### src/rtl/pe_fanin_arbiter_pkg.sv
// Shared types and helpers for the PE forward-token fan-in path.
//
// Contents:
//   MAX_LINK / LINK_IDX_W  upper bound on requesters and the width of a link index
//   arb_state_t            fan-in arbiter FSM state
//   fwd_flags_t            forward token control flags {v, a, r, c}
//   bwd_tok_t              backward token {n, t, v, c}
//   rr_pick()              round-robin one-hot pick over up to MAX_LINK requesters
//
// Forward token data width is a per-instance parameter, so the data field is
// carried next to fwd_flags_t rather than inside it.
package pe_fanin_arbiter_pkg;

  localparam int MAX_LINK   = 8;
  localparam int LINK_IDX_W = 3;

  typedef enum logic {
    ARB_IDLE  = 1'b0,
    ARB_GRANT = 1'b1
  } arb_state_t;

  typedef struct packed {
    logic v;
    logic a;
    logic r;
    logic c;
  } fwd_flags_t;

  typedef struct packed {
    logic n;
    logic t;
    logic v;
    logic c;
  } bwd_tok_t;

  // First set bit of req found scanning from last+1 upward, wrapping modulo num.
  // The link at 'last' is visited last, so it has the lowest priority.
  function automatic logic [MAX_LINK-1:0] rr_pick(
    input logic [MAX_LINK-1:0]   req,
    input logic [LINK_IDX_W-1:0] last,
    input int                    num
  );
    logic [MAX_LINK-1:0] gnt;
    logic                found;
    int                  idx;
    gnt   = '0;
    found = 1'b0;
    for (int i = 1; i <= MAX_LINK; i++) begin
      idx = (int'(last) + i) % num;
      if ((i <= num) && !found && req[idx[LINK_IDX_W-1:0]]) begin
        gnt[idx[LINK_IDX_W-1:0]] = 1'b1;
        found = 1'b1;
      end
    end
    return gnt;
  endfunction

endpackage

### src/rtl/pe_fanin_arbiter_rr_arbiter.sv
// Combinational round-robin arbiter, shared with other PE blocks.
//
// Ports:
//   i_req   NUM_LINK    request vector
//   i_last  LINK_IDX_W  index of the most recent winner (lowest priority)
//   o_gnt   NUM_LINK    one-hot grant, all zero when nothing requests
module rr_arbiter
  import pe_fanin_arbiter_pkg::*;
#(
  parameter int NUM_LINK = 5
) (
  input  logic [NUM_LINK-1:0]   i_req,
  input  logic [LINK_IDX_W-1:0] i_last,
  output logic [NUM_LINK-1:0]   o_gnt
);

  logic [MAX_LINK-1:0] w_req_ext;
  logic [MAX_LINK-1:0] w_gnt_ext;

  assign w_req_ext = MAX_LINK'(i_req);
  assign w_gnt_ext = rr_pick(w_req_ext, i_last, NUM_LINK);
  assign o_gnt     = w_gnt_ext[NUM_LINK-1:0];

endmodule

### src/rtl/pe_fanin_arbiter.sv
// Message-level round-robin fan-in arbiter for the PE forward-token path.
// A link wins with an acquire token and owns the path until its release
// token is accepted. The output is a one-entry registered stage with nack
// backpressure; a watchdog reclaims the path from a stalled grantee.
//
// state     | meaning
// ----------+-----------------------------------------------------------
// ARB_IDLE  | no owner; pick next acquiring link round-robin, nack all
// ARB_GRANT | one owner; accept its tokens, nack everyone else
//
// Ports:
//   clock, reset             clock, async active-low reset
//   I_FTk_v/a/r/c/d          per-link forward tokens (data packed per link)
//   O_BTk_n/t/v/c            per-link backward tokens (nack, routed t/v/c)
//   O_FTk_v/a/r/c/d          registered arbitrated forward token
//   I_BTk_n/t/v/c            downstream backward token
//   O_Grant                  one-hot owner, zero in ARB_IDLE
//   O_Err                    one-cycle pulse on watchdog release
module pe_fanin_arbiter
  import pe_fanin_arbiter_pkg::*;
#(
  parameter int WIDTH_DATA    = 32,
  parameter int NUM_LINK      = 5,
  parameter int TIMEOUT       = 64,
  parameter int WIDTH_TIMEOUT = 8
) (
  input  logic                           clock,
  input  logic                           reset,
  input  logic [NUM_LINK-1:0]            I_FTk_v,
  input  logic [NUM_LINK-1:0]            I_FTk_a,
  input  logic [NUM_LINK-1:0]            I_FTk_r,
  input  logic [NUM_LINK-1:0]            I_FTk_c,
  input  logic [NUM_LINK*WIDTH_DATA-1:0] I_FTk_d,
  output logic [NUM_LINK-1:0]            O_BTk_n,
  output logic [NUM_LINK-1:0]            O_BTk_t,
  output logic [NUM_LINK-1:0]            O_BTk_v,
  output logic [NUM_LINK-1:0]            O_BTk_c,
  output logic                           O_FTk_v,
  output logic                           O_FTk_a,
  output logic                           O_FTk_r,
  output logic                           O_FTk_c,
  output logic [WIDTH_DATA-1:0]          O_FTk_d,
  input  logic                           I_BTk_n,
  input  logic                           I_BTk_t,
  input  logic                           I_BTk_v,
  input  logic                           I_BTk_c,
  output logic [NUM_LINK-1:0]            O_Grant,
  output logic                           O_Err
);

  localparam logic [LINK_IDX_W-1:0] LAST_RST = LINK_IDX_W'(NUM_LINK - 1);
  localparam logic [WIDTH_TIMEOUT-1:0] WDOG_LAST =
    WIDTH_TIMEOUT'((TIMEOUT > 0) ? (TIMEOUT - 1) : 0);

  arb_state_t                r_state;
  logic [NUM_LINK-1:0]       r_grant;
  logic [LINK_IDX_W-1:0]     r_last;
  fwd_flags_t                r_ft;
  logic [WIDTH_DATA-1:0]     r_ft_d;
  logic [WIDTH_TIMEOUT-1:0]  r_wdog;
  logic                      r_err;

  bwd_tok_t                  w_bwd;
  fwd_flags_t                w_g;
  logic [WIDTH_DATA-1:0]     w_g_d;
  logic [LINK_IDX_W-1:0]     w_g_idx;
  logic [NUM_LINK-1:0]       w_req;
  logic [NUM_LINK-1:0]       w_pick;
  logic                      w_can_load;
  logic                      w_accept;
  logic                      w_timeout;

  assign w_bwd = '{n: I_BTk_n, t: I_BTk_t, v: I_BTk_v, c: I_BTk_c};

  // The output stage can take a new token when empty or when its current
  // token leaves this cycle.
  assign w_can_load = !r_ft.v || !w_bwd.n;

  assign w_req = I_FTk_v & I_FTk_a;

  rr_arbiter #(
    .NUM_LINK (NUM_LINK)
  ) u_rr (
    .i_req  (w_req),
    .i_last (r_last),
    .o_gnt  (w_pick)
  );

  // Grant is one-hot (zero in ARB_IDLE), so a plain select of the owner.
  always_comb begin
    w_g     = '0;
    w_g_d   = '0;
    w_g_idx = '0;
    for (int l = 0; l < NUM_LINK; l++) begin
      if (r_grant[l]) begin
        w_g.v   = I_FTk_v[l];
        w_g.a   = I_FTk_a[l];
        w_g.r   = I_FTk_r[l];
        w_g.c   = I_FTk_c[l];
        w_g_d   = I_FTk_d[l*WIDTH_DATA +: WIDTH_DATA];
        w_g_idx = LINK_IDX_W'(l);
      end
    end
  end

  assign w_accept  = (r_state == ARB_GRANT) && w_g.v && w_can_load;
  assign w_timeout = (TIMEOUT != 0) && (r_wdog == WDOG_LAST);

  // Only the owner with room in the output stage escapes the nack; in
  // ARB_IDLE and during reset the grant is zero, so every valid link is nacked.
  assign O_BTk_n = I_FTk_v & ~(r_grant & {NUM_LINK{w_can_load}});
  assign O_BTk_t = {NUM_LINK{w_bwd.t}} & r_grant;
  assign O_BTk_v = {NUM_LINK{w_bwd.v}} & r_grant;
  assign O_BTk_c = {NUM_LINK{w_bwd.c}} & r_grant;

  assign O_FTk_v = r_ft.v;
  assign O_FTk_a = r_ft.a;
  assign O_FTk_r = r_ft.r;
  assign O_FTk_c = r_ft.c;
  assign O_FTk_d = r_ft_d;
  assign O_Grant = r_grant;
  assign O_Err   = r_err;

  always_ff @(posedge clock or negedge reset) begin
    if (!reset) begin
      r_state <= ARB_IDLE;
      r_grant <= '0;
      r_last  <= LAST_RST;
      r_ft    <= '0;
      r_ft_d  <= '0;
      r_wdog  <= '0;
      r_err   <= 1'b0;
    end else begin
      r_err <= 1'b0;

      // Output stage: load on accept, otherwise drain when the held token
      // has left (or there was none). A pending token survives a timeout.
      if (w_accept) begin
        r_ft   <= '{v: 1'b1, a: w_g.a, r: w_g.r, c: w_g.c};
        r_ft_d <= w_g_d;
      end else if (w_can_load) begin
        r_ft   <= '0;
        r_ft_d <= '0;
      end

      case (r_state)
        ARB_IDLE: begin
          r_wdog <= '0;
          if (|w_pick) begin
            r_grant <= w_pick;
            r_state <= ARB_GRANT;
          end
        end
        ARB_GRANT: begin
          if (w_accept) begin
            r_wdog <= '0;
            if (w_g.r) begin
              r_state <= ARB_IDLE;
              r_grant <= '0;
              r_last  <= w_g_idx;
            end
          end else if (w_timeout) begin
            r_state <= ARB_IDLE;
            r_grant <= '0;
            r_last  <= w_g_idx;
            r_wdog  <= '0;
            r_err   <= 1'b1;
          end else begin
            r_wdog <= r_wdog + 1'b1;
          end
        end
        default: begin
          r_state <= ARB_IDLE;
          r_grant <= '0;
        end
      endcase
    end
  end

endmodule

### config.mk
export PLATFORM = sky130hd
export DESIGN_NAME = pe_fanin_arbiter
export DESIGN_NICKNAME = d
export VERILOG_FILES = /design/src/rtl/pe_fanin_arbiter_pkg.sv /design/src/rtl/pe_fanin_arbiter_rr_arbiter.sv /design/src/rtl/pe_fanin_arbiter.sv
export SDC_FILE = /design/constraint.sdc
export NUM_CORES = 1
export LEC_CHECK = 0
export CAP_MARGIN = 25
export CORE_MARGIN = 3
export CORE_UTILIZATION = 47
export CTS_BUF_LIST = sky130_fd_sc_hd__clkbuf_8
export DETAILED_ROUTE_END_ITERATION = 8
export PLACE_DENSITY = 0.89
export SLEW_MARGIN = 10
export SYNTH_ARGS = -nofsm -noshare
export SYNTH_HDL_FRONTEND = slang
export SYNTH_SLANG_ARGS = --single-unit
### constraint.sdc
create_clock -name clock -period 17.8 [get_ports clock]
set_clock_uncertainty 0.1 [all_clocks]
set_input_delay 3.56 -clock clock [delete_from_list [all_inputs] [get_ports clock]]
set_output_delay 3.56 -clock clock [all_outputs]
set_load 0.01 [all_outputs]
==> impl_metrics.ini <==
[floorplanning]
fp-row-count = 38
die_area_um2 = 12900
num_io_pins = 248
die_x_um = 113
initial_utilization_pct = 49.0
core_um2 = 11100
die_h_um = 113

[logic_synthesis]
syn_area_um2 = 5430
synth-edff-count = 0
syn_area_per_cell_um2 = 7.72
syn-num-nets = 916
muxShareOfSynthArea_pct = 4.15
synth_seq_cells = 54
ys_warn_count = 0
yosysSeqAreaShare_pct = 24.9
synthArstFlopShare_pct = 100
synth_top_flop_cell = dfrtp_1
ys_types = 80
synth_top_family_by_area = compound AO/OA/AOI/OAI gates
synth_xor_area_share_pct = 2.88
synthSimpleGateAreaFrac_pct = 23.3
synth_fa_ha_area_share_pct = 6.23
synth_cells = 703
synth_compound_area_share_pct = 32.8

[outcome]
status = complete, no violations

[critical_path]
endpoint = O_BTk_n[0]
worst_r2r_path_depth = 18
crit_path_top_delay_cell = clkdlybuf4s50_1
critPathKind = input pin to primary output
cp-startpoint = I_BTk_n
arrival_ns = 5.12
worstPathCellList = clkdlybuf4s50_1, nand2_1, a21boi_0, clkdlybuf4s50_1
r2r-start = r_last[1]$_DFFE_PN0P_
reg2reg_slack_ns = 11.87
cpPeakStageDelay_ns = 0.58
startpoint_type = input pin
r2r-end = O_Grant[0]$_DFFE_PN0P_
path_common_cell = clkdlybuf4s50_1
crit_fanout = 7
required_ns = 14.14
endpoint_kind = primary output

[finish]
layout.nets = 1125
drive_above_1_share_pct = 5.26
area.growth.synth_to_final_pct = 48.1
finalNonFillerCells = 1052
antenna_cells = 0
postLayoutCellArea_um2 = 8040

[timing]
setup_tns_ns = 0
finalHoldViolCount = 0
min_period_ns = 8.78
slew_headroom_pct = 45.6
setup_viol = 0
tightest_slew_ns = 0.814
slew_viol_final = 0
whs_ns = 0.387
fmax_ghz = 0.114
fin_crit_sh_pct = 49.3
rsz0062_at_grt = no

[power_and_ir_drop]
p_leak_nw = 3.08
vdd_drop_max_mv = 0.115
powerDensity_nw_per_um2 = 172
power.total_mw = 1.38

[clock_tree]
clk_pin_slew_ns = 0.10
cts_hold_buf = 0
cts_buffer_depth = 2
post-cts-setup-buffer-count = 0
htree_levels = 2
cts_tree = built
cts.sinks = 54
numCtsBuffers = 5
clock_latency_ns = 0.30
cts_resized = 0
root_buffer = clkbuf_8

[placement]
portBuffers = 247
gp_congestion = 0.965
post_dp_cell_area_um2 = 7920
dpl.cell_count = 1045
dp_hpwl_mm = 17.1

[route]
drt_first_iter_violations = 607
wire_per_inst_um = 20.5
route.vias.total = 6658
drc = 0
viasPerCell = 6.33
wirelength_mm = 21.6
ant_nets = 0
dr.pass1.iters = 5

[global_routing]
grt_pass1_vias = 6574
overflow = 0
grtUsageTotal_pct = 32.4
antenna_found_initial = 0
grt_max_degree = 55
grt_pass1_wl_mm = 33.8

[run]
maxCapViolCount = 0

[worst_hold_path]
hold_start = O_FTk_d[28]$_DFFE_PN0P_
worstHoldPathType = flop to flop
## worst min-delay path by stage
stage | depth (start not counted) | slack [ns] | end
final | 2 | 0.39 | O_FTk_d[28]$_DFFE_PN0P_
after global routing | 2 | 0.42 | O_FTk_d[22]$_DFFE_PN0P_
after CTS | 2 | 0.39 | O_FTk_d[9]$_DFFE_PN0P_
after detailed placement | 2 | 0.37 | O_FTk_d[9]$_DFFE_PN0P_
after global placement | 2 | 0.36 | O_FTk_a$_DFFE_PN0P_
after floorplan | 1 | 0.35 | r_wdog[0]$_DFF_PN0_
## worst max-delay path: cells and delay by family
family	cells	cell delay, ns
AOI/OAI and AO/OA	1	0.29
buffers and inverters	2	1.05
and+or+nand+nor	1	0.22
## power by group
part / internal, mW / leakage, nW / switching (mW)
registers: 0.162 / 0.724 / 0.0443
logic: 0.461 / 2.30 / 0.633
clock network: 0.0451 / 0.0573 / 0.0392
## state kept, by name, indices dropped and copies added, names as in the netlist
register,cells
O_FTk_c,1
r_wdog,8
r_state,1
O_FTk_r,1
O_FTk_d,32
O_Err,1
O_FTk_v,1
r_last,3
O_FTk_a,1
O_Grant,5
## synth_stat cells (3+ instances only)
library cell,n,share of area [%]
xnor2_1,6,0.97
nand3b_1,7,0.97
a211oi_1,7,0.97
nand2b_1,9,1.0
clkbuf_1,45,3.1
o21ai_0,48,4.4
nor4b_1,3,0.48
a21oi_1,51,4.7
o21ai_1,4,0.37
o31ai_1,4,0.55
nor2b_1,6,0.69
a31oi_1,10,1.2
a221oi_1,35,5.6
or3_1,4,0.46
nor3b_1,4,0.55
inv_1,21,1.5
ha_1,27,6.2
nand3_1,14,1.3
and3_1,5,0.58
nor3_1,42,3.9
mux2i_1,12,2.2
o2111ai_1,3,0.48
mux2_2,6,1.2
a21boi_0,6,0.83
xor2_1,5,0.81
dfrtp_1,53,24
nand2_1,71,4.9
nor4_1,4,0.46
o211ai_1,8,1.1
a22oi_1,7,0.97
o22ai_1,38,4.4
o21a_1,4,0.55
and2_1,22,2.5
o221ai_1,4,0.65
nand4b_1,3,0.48
buf_2,8,0.74
nor2_1,41,2.8
## metrics by stage
step           setup WS [ns]  utilization (%)
6_report                9.02             72.5
5_1_grt                 8.93             72.5
4_1_cts                 9.02             72.5
3_5_place_dp            9.04             71.5
3_3_place_gp            9.09             71.5
2_1_floorplan          10.16                -
## final cells by class
cell class                 count  area, µm²
timing repair buffer         257       2540
inverter                      23       86.3
sequential                    54       1350
clock inverter                 1       30.0
clock buffer                   6       82.6
multi-input combinational    571       3770
fill                         868       3040
tap                          140        175
## kinds of logic (layout without fill, tap and decap cells)
kind of cell | Yosys count | in the layout
AO/OA/AOI/OAI | 261 | 261
AND/OR/NAND/NOR | 249 | 249
buffers and inverters | 78 | 287
flip-flops | 54 | 54
multiplexers | 20 | 20
adder cells (fa/ha/maj) | 27 | 27
XOR/XNOR | 14 | 14
## metal layers
layer	GRT usage, %	wire length, µm	up-vias
met3	6.31	1860	30
li1	-	-	3083
met2	55.0	10500	372
met5	0	0	-
met1	43.0	8890	3173
met4	6.89	342	0
## cells in the final DEF, fill, tap and decap left out, types with 5 or more instances in the layout
cell	instances
nor2b_1	6
o22ai_1	38
nand3b_1	7
inv_1	21
a22oi_1	7
o21ai_0	48
xor2_1	5
a221oi_1	35
dfrtp_1	52
mux2_2	6
and2_1	22
buf_4	10
a31oi_1	10
ha_1	27
xnor2_1	6
nand2b_1	9
and3_1	5
clkdlybuf4s50_1	246
a211oi_1	7
mux2i_1	12
a21boi_0	6
o211ai_1	8
nor3_1	42
a21oi_1	51
nor2_1	40
nand3_1	14
nand2_1	71
clkbuf_8	6
Power figures use the tool's default switching activity.
